[config.mk]
export PLATFORM = sky130hd
export DESIGN_NAME = multicycle_control
export DESIGN_NICKNAME = d
export VERILOG_FILES = /design/src/rtl/multicycle_control.sv
export SDC_FILE = /design/constraint.sdc
export NUM_CORES = 1
export LEC_CHECK = 0
export ABC_AREA = 1
export BUFFER_PORTS_ARGS = -buffer_cell sky130_fd_sc_hd__buf_2
export CAP_MARGIN = 20
export CORE_UTILIZATION = 45
export CTS_BUF_LIST = sky130_fd_sc_hd__clkbuf_8
export CTS_CLUSTER_DIAMETER = 50
export CTS_CLUSTER_SIZE = 24
export DETAILED_ROUTE_END_ITERATION = 6
export GPL_ROUTABILITY_DRIVEN = 0
export HOLD_SLACK_MARGIN = 0.1
export PLACE_DENSITY_LB_ADDON = 0.2
export SLEW_MARGIN = 20
export SYNTH_ARGS = -nofsm -noshare
export SYNTH_HDL_FRONTEND = slang
export SYNTH_SLANG_ARGS = --single-unit
[constraint.sdc]
create_clock -name clk -period 1.7 [get_ports clk]
set_clock_uncertainty 0.1 [all_clocks]
set_input_delay 0.17 -clock clk [delete_from_list [all_inputs] [get_ports clk]]
set_output_delay 0.17 -clock clk [all_outputs]
set_load 0.02 [all_outputs]
[src/rtl/multicycle_control.sv]
`default_nettype none
// ============================================================================
// Module   : multicycle_control
// Brief    : Moore-style main controller for a multicycle MIPS-like datapath.
//            Sequences FETCH/DECODE/execute/writeback steps per opcode and
//            decodes the R-type function field into the ALU operation.
// Revision : 1.0 - initial release
// ============================================================================
module multicycle_control (
    input  logic       clk,
    input  logic       reset,
    input  logic [5:0] Op,
    input  logic [5:0] Funct,
    input  logic       Zero,
    output logic       IorD,
    output logic       IRWrite,
    output logic       MemWrite,
    output logic       RegWrite,
    output logic       RegDst,
    output logic       MemtoReg,
    output logic       ALUSrcA,
    output logic [1:0] ALUSrcB,
    output logic [1:0] PCSrc,
    output logic [2:0] ALUControl,
    output logic       PCEn,
    output logic [3:0] State
);

    typedef enum logic [3:0] {
        S_FETCH   = 4'd0,
        S_DECODE  = 4'd1,
        S_MEMADR  = 4'd2,
        S_MEMRD   = 4'd3,
        S_MEMWB   = 4'd4,
        S_MEMWR   = 4'd5,
        S_EXECUTE = 4'd6,
        S_ALUWB   = 4'd7,
        S_BRANCH  = 4'd8,
        S_ADDIEX  = 4'd9,
        S_ADDIWB  = 4'd10,
        S_JUMP    = 4'd11
    } state_t;

    localparam logic [5:0] C_OP_LW   = 6'b100011;
    localparam logic [5:0] C_OP_SW   = 6'b101011;
    localparam logic [5:0] C_OP_RT   = 6'b000000;
    localparam logic [5:0] C_OP_BEQ  = 6'b000100;
    localparam logic [5:0] C_OP_ADDI = 6'b001000;
    localparam logic [5:0] C_OP_J    = 6'b000010;

    localparam logic [2:0] C_ALU_AND = 3'b000;
    localparam logic [2:0] C_ALU_OR  = 3'b001;
    localparam logic [2:0] C_ALU_ADD = 3'b010;
    localparam logic [2:0] C_ALU_SUB = 3'b100;
    localparam logic [2:0] C_ALU_MUL = 3'b101;
    localparam logic [2:0] C_ALU_SLT = 3'b110;

    state_t state_q;
    state_t state_d;
    // While reset is held the outputs look like FETCH (writes suppressed below)
    state_t out_state;
    logic   pc_write;
    logic   branch;
    logic [2:0] funct_alu;

    // State register with synchronous reset
    always_ff @(posedge clk) begin
        if (reset) begin
            state_q <= S_FETCH;
        end else begin
            state_q <= state_d;
        end
    end

    // Next-state selection; Op only matters in DECODE and MEMADR
    always_comb begin
        state_d = S_FETCH;
        case (state_q)
            S_FETCH:   state_d = S_DECODE;
            S_DECODE: begin
                case (Op)
                    C_OP_LW,
                    C_OP_SW:   state_d = S_MEMADR;
                    C_OP_RT:   state_d = S_EXECUTE;
                    C_OP_BEQ:  state_d = S_BRANCH;
                    C_OP_ADDI: state_d = S_ADDIEX;
                    C_OP_J:    state_d = S_JUMP;
                    default:   state_d = S_FETCH;
                endcase
            end
            S_MEMADR: begin
                if (Op == C_OP_LW) begin
                    state_d = S_MEMRD;
                end else if (Op == C_OP_SW) begin
                    state_d = S_MEMWR;
                end else begin
                    state_d = S_FETCH;
                end
            end
            S_MEMRD:   state_d = S_MEMWB;
            S_EXECUTE: state_d = S_ALUWB;
            S_ADDIEX:  state_d = S_ADDIWB;
            default:   state_d = S_FETCH;
        endcase
    end

    // R-type function field to ALU operation; unknown codes fall back to ADD
    always_comb begin
        funct_alu = C_ALU_ADD;
        case (Funct)
            6'b100000: funct_alu = C_ALU_ADD;
            6'b100010: funct_alu = C_ALU_SUB;
            6'b100100: funct_alu = C_ALU_AND;
            6'b100101: funct_alu = C_ALU_OR;
            6'b101010: funct_alu = C_ALU_SLT;
            6'b011000: funct_alu = C_ALU_MUL;
            default:   funct_alu = C_ALU_ADD;
        endcase
    end

    // Moore output decode; every output defaults to 0 and ALUControl to ADD
    always_comb begin
        out_state  = reset ? S_FETCH : state_q;
        IorD       = 1'b0;
        IRWrite    = 1'b0;
        MemWrite   = 1'b0;
        RegWrite   = 1'b0;
        RegDst     = 1'b0;
        MemtoReg   = 1'b0;
        ALUSrcA    = 1'b0;
        ALUSrcB    = 2'b00;
        PCSrc      = 2'b00;
        ALUControl = C_ALU_ADD;
        pc_write   = 1'b0;
        branch     = 1'b0;
        case (out_state)
            S_FETCH: begin
                ALUSrcB  = 2'b01;
                IRWrite  = 1'b1;
                pc_write = 1'b1;
            end
            S_DECODE: begin
                ALUSrcB = 2'b11;
            end
            S_MEMADR,
            S_ADDIEX: begin
                ALUSrcA = 1'b1;
                ALUSrcB = 2'b10;
            end
            S_MEMRD: begin
                IorD = 1'b1;
            end
            S_MEMWB: begin
                RegWrite = 1'b1;
                MemtoReg = 1'b1;
            end
            S_MEMWR: begin
                IorD     = 1'b1;
                MemWrite = 1'b1;
            end
            S_EXECUTE: begin
                ALUSrcA    = 1'b1;
                ALUControl = funct_alu;
            end
            S_ALUWB: begin
                RegWrite = 1'b1;
                RegDst   = 1'b1;
            end
            S_BRANCH: begin
                ALUSrcA    = 1'b1;
                ALUControl = C_ALU_SUB;
                PCSrc      = 2'b01;
                branch     = 1'b1;
            end
            S_ADDIWB: begin
                RegWrite = 1'b1;
            end
            S_JUMP: begin
                PCSrc    = 2'b10;
                pc_write = 1'b1;
            end
            default: begin
                ALUControl = C_ALU_ADD;
            end
        endcase
        if (reset) begin
            IRWrite  = 1'b0;
            MemWrite = 1'b0;
            RegWrite = 1'b0;
            pc_write = 1'b0;
            branch   = 1'b0;
        end
    end

    // Branch resolves in its own cycle from the live Zero flag
    assign PCEn  = pc_write | (branch & Zero);
    assign State = out_state;

endmodule
`default_nettype wire
==> results by group, run 1 <==
Run status
  • Status: complete, no violations

Drt
  • Routed len/inst: 8.20 um
  • Detailed Route WL: 1.45 mm
  • Detailed Route Iter0 Violations: 25
  • Final ANT Viol Nets: 0
  • Drt drc: 0
  • Vias per inst: 4.67
  • 1st-pass router iterations: 4
  • Vias: roughly 830

Critical path
  • Worst EP required: approximately 1.4 ns
  • Critical-path top delay cell: dfxtp_1
  • Critical-path cell list: nand2_1 -> inv_2 -> nand2_1 -> inv_2 -> nand2_1 -> nand2_1 -> buf_2
  • Worst path top cell family by delay: flip-flops
  • Crit path capture type: output pin
  • WS Path Type: flop to output pin
  • Max incr delay on CP: between 0.4 and 0.5 ns
  • Crit-path max FO: 4
  • Crit path top cell by count: nand2_1
  • Buf+Inv Stages, Crit Path: 3
  • Crit start category: flop
  • Critical path data arrival time: 1.31 ns

Yosys
  • YS warnings: 0
  • Yosys cell types: 14
  • Share of the synthesized area in the top cell type: 0.208
  • Synthesized Nets: 143
  • Area contributors post-synth: nand2_1 21%, nor2_1 16%, nand3_1 15%
  • Syn Std Cell Area: between 600 and 700 um2
  • Yosys reg bits: 4
  • Post-synth top area cell: nand2_1
  • Post-Syn Area per Cell: 4.80 um2
  • Syn Inst Count: 128
  • Seq/Total Area, Yosys: 0.130

Pwr
  • Total power: ~400 uW
  • PD cells: 475 mW/mm2
  • P_leak: approximately 0.00057 uW
  • VDD IR max: 0.687 mV

Layout
  • Top reg by flops: state_q
  • Fin nets: 180
  • Top flop regs: state_q: 4 flops
  • Layout cells sized above 1: 0.307
  • Max reg flops: 4
  • Area Overhead vs Synth: 35.6%
  • N_diodes: 0

Global route
  • Vias in the first global route: 647
  • First-pass GRT wire length: around 2.4 mm
  • Largest net degree at the start of global routing: 9
  • Initial antenna violation count: 0
  • All-Layer GR Usage: 0.216
  • Global route overflow: 0

Timing
  • Least-Margin Pin Slew: 0.236 ns
  • Final Cycle Share: 0.928
  • Setup_tns: 0 ns
  • Min Hold Slack: roughly 0.16 ns
  • Endpoints failing hold: 0
  • Min setup slack post-route: 0.122 ns
  • Max-slew headroom: 0.842
  • Fmax: approximately 630 MHz
  • Count of final setup violators: 0
  • Max Slew Vio Count: 0
  • RSZ-0062 raised after global routing: false
  • Post-layout min period: 1.58 ns

Clock network
  • Clock Tree Buf Depth: 2
  • Clk Latency, worst-skew pair: 0.21 ns
  • Cts hold-fix bufs: 0
  • CTS tree: yes
  • TritonCTS buffer count: 3
  • Worst-path clk slew: 0.03 ns
  • Postcts setup bufs: 0
  • H-tree depth: 1
  • Post-cts sizing count: 0
  • Clock Tree Root: clkbuf_8
  • Clock tree sinks: 4

Die
  • I/O pins: 34
  • Die area: 0.00152 mm2
  • Initial Utilization: 0.518
  • Width of the die: 39.0 um
  • Core ar.: 0.00119 mm2
  • Chip Height: 39.0 um
  • Rows: 12

Placement
  • Dpl hpwl: 1.24 mm
  • Port-buffer cells: 33
  • Pre-CTS WS: 0.319 ns

Hold path
  • Worst Hold Class: input port to flop

Job
  • Max-cap violation count: 0
## cell usage after synthesis
library cell,n
a21oi_1,5
buf_6,1
dfxtp_1,4
inv_1,23
inv_2,5
inv_6,1
nand2_1,34
nand2_2,1
nand3_1,18
nand3_2,1
nand4_1,1
nor2_1,26
nor2_2,5
o21ai_0,3
## final cells by class
cell class                 instances  area [um2]
timing repair buffer              33         165
fill                             129         353
sequential                         4        81.3
inverter                          29         114
tap                               14        17.5
multi-input combinational         94         414
clock buffer                       3        41.3
## power by group
part	total [uW]	leakage (uW)	internal [uW]	switching (uW)
Combinational	99.7	0.000515	35.6	64.0
Clock	194	0.0000216	150	43.5
Sequential	102	0.0000328	97.9	4.30
## final timing paths
path	slack [ns]	cells past startpoint	start	end
hold / removal	0.16	2	reset	state_q[0]
setup reg to reg	0.55	7	state_q[3]	state_q[1]
hold reg to reg	0.52	3	state_q[0]	state_q[0]
setup / recovery	0.12	7	state_q[2]	ALUControl[2]
## cell families (layout without fill, tap and decap cells)
| group | after synthesis | after routing | synth area share |
|---|---|---|---|
| and+or+nand+nor | 86 | 86 | 0.601 |
| buffers and inverters | 30 | 65 | 0.204 |
| AOI/OAI and AO/OA | 8 | 8 | 0.0652 |
| DFF | 4 | 4 | 0.130 |
## cell usage in the layout, fill, tap and decap left out, types with 3 or more instances in the layout
cell type	Yosys	layout
a21oi_1	5	5
inv_1	23	23
dfxtp_1	4	3
nand2_1	34	34
o21ai_0	3	3
buf_2	0	33
inv_2	5	5
clkbuf_8	0	3
nor2_2	5	4
nand3_1	18	18
nor2_1	26	26
## worst reg2reg max path, cell delays in order (launching register included)
cell     delay (ns)
dfxtp_1        0.33
inv_1          0.09
nand2_1        0.14
inv_2          0.06
nand2_1        0.08
nand2_1        0.05
nor2_1         0.12
a21oi_1        0.07
## stage by stage
| step | std cells | cell area [um2] | utilization |
|---|---|---|---|
| floorplan | 128 | 614 | - |
| global placement | 174 | 786 | 0.662 |
| detailed placement | 174 | 786 | 0.662 |
| CTS | 177 | 827 | 0.697 |
| global route | 177 | 833 | 0.703 |
| finish | 177 | 833 | 0.703 |
## routing by layer
layer,track usage,share of wire
met1,0.273,0.48
met2,0.363,0.46
met3,0.0578,0.063
met4,0.0431,0
met5,0,0
Note: power is estimated with default switching activity, not from simulation.
==> run 2: changes to the inputs <==
--- a/config.mk
+++ b/config.mk
@@ -8,11 +8,12 @@
 export ABC_AREA = 1
 export BUFFER_PORTS_ARGS = -buffer_cell sky130_fd_sc_hd__buf_2
 export CAP_MARGIN = 20
-export CORE_UTILIZATION = 45
+export CORE_AREA = 2 2 39 41
 export CTS_BUF_LIST = sky130_fd_sc_hd__clkbuf_8
 export CTS_CLUSTER_DIAMETER = 50
 export CTS_CLUSTER_SIZE = 24
 export DETAILED_ROUTE_END_ITERATION = 6
+export DIE_AREA = 0 0 41 43
 export GPL_ROUTABILITY_DRIVEN = 0
 export HOLD_SLACK_MARGIN = 0.1
 export PLACE_DENSITY_LB_ADDON = 0.2
==> results by group, run 2 (synthesis gave the netlist of run 1 again) <==
Clock network
  • Worst-path clk slew: 0.03 ns (about the same)
  • H-tree depth: 1 (unchanged)
  • Clk Latency, worst-skew pair: 0.22 ns (was 0.21 ns)
  • CTS tree: yes (unchanged)
  • Post-cts sizing count: 0 (unchanged)
  • Clock Tree Buf Depth: 2 (unchanged)
  • Clock tree sinks: 4 (unchanged)
  • TritonCTS buffer count: 3 (unchanged)
  • Cts hold-fix bufs: 0 (unchanged)
  • Clock Tree Root: clkbuf_8 (unchanged)
  • Postcts setup bufs: 0 (unchanged)

Drt
  • Drt drc: 0 (unchanged)
  • Vias per inst: 4.72 (was 4.67)
  • Routed len/inst: 8.40 um (was 8.20 um)
  • Vias: 845 (was 826)
  • Final ANT Viol Nets: 0 (unchanged)
  • Detailed Route WL: 1.50 mm (was 1.45 mm)
  • Detailed Route Iter0 Violations: 14 (was 25)
  • 1st-pass router iterations: 4 (unchanged)

Pwr
  • Sw Share: 0.302 (was 0.283)
  • Clk pwr share: 0.506 (was 0.490)
  • P_int: 285 uW (was 284 uW)
  • Flop pwr share: 0.250 (was 0.258)
  • Net Sw Power: 123 uW (was 112 uW)
  • VDD IR max: 0.461 mV (was 0.687 mV)
  • Total power: 408 uW (was 396 uW)
  • P_leak: 0.000570 uW (was 0.000569 uW)
  • Logic pwr share: 0.244 (was 0.252)
  • PD cells: 487 mW/mm2 (was 475 mW/mm2)

Placement
  • Pre-CTS WS: 0.292 ns (was 0.319 ns)
  • Placed Cells: 176 (was 174)
  • Port-buffer cells: 33 (unchanged)
  • Dpl hpwl: 1.27 mm (was 1.24 mm)

Global route
  • Initial antenna violation count: 0 (unchanged)
  • First-pass GRT wire length: 2.55 mm (was 2.35 mm)
  • Global route overflow: 0 (unchanged)
  • Vias in the first global route: 713 (was 647)
  • Largest net degree at the start of global routing: 9 (unchanged)
  • All-Layer GR Usage: 0.207 (was 0.216)

Critical path
  • Crit path top cell by count: nand2_1 (unchanged)
  • Critical-path cell list: nor2_2 -> nand2_1 -> nand2_1 -> nand2_1 -> o21ai_0 -> buf_2 (was nand2_1 -> inv_2 -> nand2_1 -> inv_2 -> nand2_1 -> nand2_1 -> buf_2)
  • Buf+Inv Stages, Crit Path: 1 (was 3)
  • WS Path Type: flop to output pin (unchanged)
  • Max incr delay on CP: 0.36 ns (was 0.41 ns)
  • Critical path data arrival time: 1.33 ns (was 1.31 ns)
  • Crit path capture type: output pin (unchanged)
  • Launching point of the worst reg2reg path: state_q[2] (was state_q[3])
  • Crit start category: flop (unchanged)
  • Worst R2R Path Depth: 5 (was 7)
  • Critical-path top delay cell: dfxtp_1 (unchanged)
  • Crit-path max FO: 5 (was 4)
  • Flop2flop setup slack: 0.55 ns (about the same)
  • Reg2Reg Capture Point: state_q[0] (was state_q[1])
  • Worst path top cell family by delay: simple AND/OR/NAND/NOR gates (was flip-flops)
  • Worst EP required: 1.43 ns (about the same)

Die
  • Die area: 0.00176 mm2 (was 0.00152 mm2)
  • Rows: 14 (was 12)
  • Chip Height: 43 um (was 39.0 um)
  • Initial Utilization: 0.444 (was 0.518)
  • I/O pins: 34 (unchanged)
  • Width of the die: 41 um (was 39.0 um)
  • Core ar.: 0.00138 mm2 (was 0.00119 mm2)

Layout
  • N_diodes: 0 (unchanged)
  • Area Overhead vs Synth: 36.5% (was 35.6%)
  • Fin nets: 180 (unchanged)
  • Most frequent cells in the layout: 33 x nand2_1, 33 x buf_2, 26 x nor2_1, 23 x inv_1, 18 x nand3_1 (was 34 x nand2_1, 33 x buf_2, 26 x nor2_1, 23 x inv_1, 18 x nand3_1)
  • Final Util: 0.606 (was 0.703)
  • Max reg flops: 4 (unchanged)
  • Top flop regs: state_q: 4 flops (unchanged)
  • Non-Filler Instances: 179 (was 177)
  • Layout cells sized above 1: 0.313 (was 0.307)
  • Top reg by flops: state_q (unchanged)

Timing
  • Setup_tns: 0 ns (unchanged)
  • Least-Margin Pin Slew: 0.234 ns (was 0.236 ns)
  • RSZ-0062 raised after global routing: true (was false)
  • Min setup slack post-route: 0.101 ns (was 0.122 ns)
  • Fmax: 625 MHz (was 634 MHz)
  • Post-layout min period: 1.60 ns (was 1.58 ns)
  • Max-slew headroom: 0.843 (was 0.842)
  • Final Cycle Share: 0.941 (was 0.928)
  • Max Slew Vio Count: 0 (unchanged)
  • Count of final setup violators: 0 (unchanged)
  • Endpoints failing hold: 0 (unchanged)

Run status
  • Status: complete, no violations (unchanged)

Hold path
  • Worst Hold Class: input port to flop (unchanged)
  • Worst hold endpoint: state_q[1] (was state_q[0])
  • Min-delay src: reset (unchanged)
  • Hold path depth: 2 (unchanged)

Job
  • Max-cap violation count: 0 (unchanged)
run 2: changes by cell type in the layout (fill, tap and decap cells not counted):
cell,before,now
nand2_2,1,2
nand2_1,34,33
run 2: metal layers:
layer / global-route usage / wire length [um]
met2: 0.353 / 717
met5: 0 / 0
met4: 0.0800 / 27
met1: 0.232 / 657
met3: 0.0471 / 101
run 2: area by class of cell:
cell class,instances,area (um2)
Timing Repair Buffer,33,165
Clock buffer,3,41.3
Multi-Input combinational cell,94,417
Inverter,29,114
Fill cell,160,546
Sequential cell,4,81.3
Tap cell,16,20.0
run 2: power groups by stage:
stage	clock [uW]	combinational [uW]	sequential (uW)
floorplan	0	64.6	102
global placement	0	97.4	103
detailed placement	0	99.4	103
CTS	214	99.8	102
global route	219	115	102
finish	206	99.7	102
run 2: stage by stage:
stage | instance area (um2) | hold WS (ns)
after global placement | 788 | 0.374
after floorplan | 614 | 0.270
after detailed placement | 788 | 0.379
after global routing | 838 | 0.174
final | 838 | 0.154
after CTS | 830 | 0.143
run 2: worst max-delay path by stage:
stage	startpoint	end	slack (ns)	depth (start not counted)
3_5_place_dp	state_q[0]	ALUSrcB[1]	0.29	7
2_1_floorplan	state_q[0]	ALUSrcB[1]	0.31	4
5_1_grt	state_q[2]	PCEn	-0.003	6
4_1_cts	state_q[0]	ALUSrcB[1]	0.05	7
6_report	state_q[2]	ALUSrcB[1]	0.10	6
3_3_place_gp	state_q[0]	ALUSrcB[1]	0.26	7
==> run 3: changes to the inputs <==
--- a/config.mk
+++ b/config.mk
@@ -5,8 +5,6 @@
 export SDC_FILE = /design/constraint.sdc
 export NUM_CORES = 1
 export LEC_CHECK = 0
-export ABC_AREA = 1
-export BUFFER_PORTS_ARGS = -buffer_cell sky130_fd_sc_hd__buf_2
 export CAP_MARGIN = 20
 export CORE_AREA = 2 2 39 41
 export CTS_BUF_LIST = sky130_fd_sc_hd__clkbuf_8
@@ -14,6 +12,7 @@
 export CTS_CLUSTER_SIZE = 24
 export DETAILED_ROUTE_END_ITERATION = 6
 export DIE_AREA = 0 0 41 43
+export DONT_BUFFER_PORTS = 1
 export GPL_ROUTABILITY_DRIVEN = 0
 export HOLD_SLACK_MARGIN = 0.1
 export PLACE_DENSITY_LB_ADDON = 0.2
==> results by group, run 3 <==
Global route
  • Vias in the first global route: 623 (was 713)
  • First-pass GRT wire length: 2.47 mm (was 2.55 mm)
  • Initial antenna violation count: 0 (unchanged)
  • Global route overflow: 0 (unchanged)
  • All-Layer GR Usage: 0.194 (was 0.207)
  • Largest net degree at the start of global routing: 15 (was 9)

Critical path
  • WS Path Type: flop to output pin (unchanged)
  • Worst path top cell family by delay: simple AND/OR/NAND/NOR gates (unchanged)
  • Flop2flop setup slack: 0.13 ns (was 0.55 ns)
  • Crit-path max FO: 4 (was 5)
  • Launching point of the worst reg2reg path: state_q[1] (was state_q[2])
  • Critical-path top delay cell: or3_4 (was dfxtp_1)
  • Critical path data arrival time: 1.59 ns (was 1.33 ns)
  • Worst EP required: 1.43 ns (about the same)
  • Buf+Inv Stages, Crit Path: 1 (unchanged)
  • Crit start category: flop (unchanged)
  • Reg2Reg Capture Point: state_q[0] (unchanged)
  • Crit path capture type: output pin (unchanged)
  • Critical-path cell list: nand3b_1 -> or3_4 -> o41ai_4 -> buf_4 (was nor2_2 -> nand2_1 -> nand2_1 -> nand2_1 -> o21ai_0 -> buf_2)
  • Worst R2R Path Depth: 5 (unchanged)
  • CP startpoint: state_q[3] (was state_q[2])
  • Max incr delay on CP: 0.38 ns (was 0.36 ns)
  • Worst path depth: 4 (was 6)

Timing
  • Max Slew Vio Count: 0 (unchanged)
  • Final Cycle Share: 1.09 (was 0.941)
  • Count of final setup violators: 5 (was 0)
  • Least-Margin Pin Slew: 0.436 ns (was 0.234 ns)
  • Setup_tns: -0.359 ns (was 0 ns)
  • Min Hold Slack: 0.107 ns (was 0.154 ns)
  • Min setup slack post-route: -0.156 ns (was 0.101 ns)
  • Max-slew headroom: 0.707 (was 0.843)
  • Endpoints failing hold: 0 (unchanged)
  • RSZ-0062 raised after global routing: true (unchanged)
  • Post-layout min period: 1.86 ns (was 1.60 ns)
  • Fmax: 539 MHz (was 625 MHz)

Clock network
  • Clock Tree Root: clkbuf_8 (unchanged)
  • H-tree depth: 1 (unchanged)
  • Clock tree sinks: 4 (unchanged)
  • Clock Tree Buf Depth: 2 (unchanged)
  • Clk Latency, worst-skew pair: 0.21 ns (was 0.22 ns)
  • Worst-path clk slew: 0.03 ns (about the same)
  • TritonCTS buffer count: 3 (unchanged)
  • CTS tree: yes (unchanged)

Placement
  • Dpl hpwl: 1.23 mm (was 1.27 mm)
  • Pre-CTS WS: 0.0524 ns (was 0.292 ns)
  • Port-buffer cells: 0 (was 33)

Yosys
  • Adder-Cell Fraction of Synth Area: 0 (unchanged)
  • Syn Inst Count: 86 (was 128)
  • Share of the synthesized area in the top cell type: 0.137 (was 0.208)
  • Synthesized Nets: 101 (was 143)
  • Mux cell area share after synthesis: 0 (unchanged)
  • Fraction of registers with async set/reset: 0 (unchanged)
  • Post-synthesis compound-gate area fraction: 0.288 (was 0.0652)
  • Syn Std Cell Area: 586 um2 (was 614 um2)
  • Simple-gate share of the synthesized area: 0.485 (was 0.601)
  • Yosys cell types: 36 (was 14)
  • Yosys reg bits: 4 (unchanged)
  • Synth Area in XOR/XNOR: 0.0299 (was 0)
  • Most used DFF post-synth: dfxtp_1 (unchanged)
  • Largest family of logic cells by synthesized area: simple AND/OR/NAND/NOR gates (unchanged)
  • Post-Syn Area per Cell: 6.81 um2 (was 4.80 um2)
  • EDFF count, synth: 0 (unchanged)
  • Top cells by count, synth: 10 x nor3_1, 6 x a21oi_1, 6 x nor2b_1, 5 x clkbuf_1, 5 x nand2b_1 (was 34 x nand2_1, 26 x nor2_1, 23 x inv_1, 18 x nand3_1)
  • Post-synth top area cell: dfxtp_1 (was nand2_1)
  • Top-count cell post-synth: nor3_1 (was nand2_1)
  • YS warnings: 0 (unchanged)
  • Seq/Total Area, Yosys: 0.137 (was 0.130)
  • Area contributors post-synth: dfxtp_1 14%, nor3_1 8.5%, nor2b_1 6.4% (was nand2_1 21%, nor2_1 16%, nand3_1 15%)

Layout
  • # fillers: 121 (was 160)
  • Most frequent cells in the layout: 22 x buf_4, 8 x nor3_1, 6 x a21oi_1 (was 33 x nand2_1, 33 x buf_2, 26 x nor2_1, 23 x inv_1, 18 x nand3_1)
  • Fin nets: 128 (was 180)
  • Max reg flops: 4 (unchanged)
  • Most common cell after layout, fill and taps aside: buf_4
  • Top flop regs: state_q: 4 flops (unchanged)
  • Area Overhead vs Synth: 63.0% (was 36.5%)
  • Layout cells sized above 1: 0.423 (was 0.313)
  • Final Util: 0.690 (was 0.606)
  • Top reg by flops: state_q (unchanged)
  • N_diodes: 0 (unchanged)

Die
  • Initial Utilization: 0.423 (was 0.444)
  • Rows: 14 (unchanged)
  • Width of the die: 41 um (unchanged)
  • Chip Height: 43 um (unchanged)
  • I/O pins: 34 (unchanged)
  • Die area: 0.00176 mm2 (unchanged)
  • Core ar.: 0.00138 mm2 (unchanged)

Hold path
  • Hold path depth: 3 (was 2)
  • Min-delay src: Op[5] (was reset)
  • Worst hold endpoint: state_q[1] (unchanged)
  • Worst Hold Class: input port to flop (unchanged)

Drt
  • Detailed Route Iter0 Violations: 8 (was 14)
  • Vias: 771 (was 845)
  • Final ANT Viol Nets: 0 (unchanged)
  • Vias per inst: 6.07 (was 4.72)
  • Detailed Route WL: 1.77 mm (was 1.50 mm)
  • Drt drc: 0 (unchanged)
  • Routed len/inst: 13.9 um (was 8.40 um)
  • 1st-pass router iterations: 4 (unchanged)

Pwr
  • VDD IR max: 0.548 mV (was 0.461 mV)
  • Total power: 409 uW (was 408 uW)
  • P_leak: 0.000375 uW (was 0.000570 uW)
  • PD cells: 429 mW/mm2 (was 487 mW/mm2)

Job
  • Max-cap violation count: 0 (unchanged)

Run status
  • Status: complete, but fails checks (was complete, no violations)
  • Failing checks: negative setup slack
run 3: changes by cell type after synthesis, moves of 6 or more:
cell | previous run | this run
nand3_1 | 18 | 2
nand2_1 | 34 | 3
nor2b_1 | 0 | 6
inv_1 | 23 | 3
nor2_1 | 26 | 4
nor3_1 | 0 | 10
run 3: worst register-to-register path, delay by kind of cell (launching register included):
| family | cells | cell delay, ns |
|---|---|---|
| simple gates | 2 | 0.55 |
| flops | 1 | 0.32 |
| buf+inv | 1 | 0.17 |
| compound gates | 2 | 0.37 |
run 3: layer usage:
layer,track usage,vias up,routed length (um)
li1,-,383,-
met2,0.341,25,908
met1,0.234,361,748
met4,0.0400,0,9
met5,0,-,0
met3,0.0262,2,99
run 3: final cells by class:
| type | count | area, um2 | area share |
|---|---|---|---|
| clock buffer | 3 | 41.3 | 0.0433 |
| inverter | 3 | 11.3 | 0.0118 |
| multi-input combinational | 73 | 573 | 0.600 |
| sequential | 4 | 81.3 | 0.0852 |
| tap | 16 | 20.0 | 0.0210 |
| timing repair buffer | 28 | 228 | 0.239 |
run 3: power breakdown:
group	leakage, uW	internal (uW)	switching (uW)
sequential	0.0000331	97.5	4.24
combinational	0.000320	53.9	55.9
clock	0.0000216	151	46.9
total	0.000375	302	107
run 3: worst max path at each step:
stage	endpoint	slack, ns
after floorplan	ALUControl[1]	-0.005
after CTS	ALUControl[2]	-0.15
after global routing	ALUControl[2]	-0.20
after detailed placement	ALUControl[2]	0.05
after global placement	ALUControl[2]	0.1
final	ALUControl[2]	-0.16
run 3: cells by family (layout without fill, tap and decap cells):
family,after synthesis,after routing
AO/OA/AOI/OAI,25,25
XOR/XNOR,2,2
buffers and inverters,9,34
flip-flops,4,4
AND/OR/NAND/NOR,46,46
run 3: what timing repair did:
action | CTS | global route
pin swaps | 2 | 1
setup endpoints to repair | 5 | 10
buffers inserted | 0 | 2
resized for setup | 5 | 10
hold endpoints to repair | 3 | 0
hold buffers | 4 | 0
run 3: per-stage QoR:
| step | instance area [um2] | std cells |
|---|---|---|
| after floorplan | 622 | 86 |
| after global placement | 783 | 118 |
| after detailed placement | 783 | 118 |
| after CTS | 883 | 125 |
| after global routing | 955 | 127 |
| final | 955 | 127 |
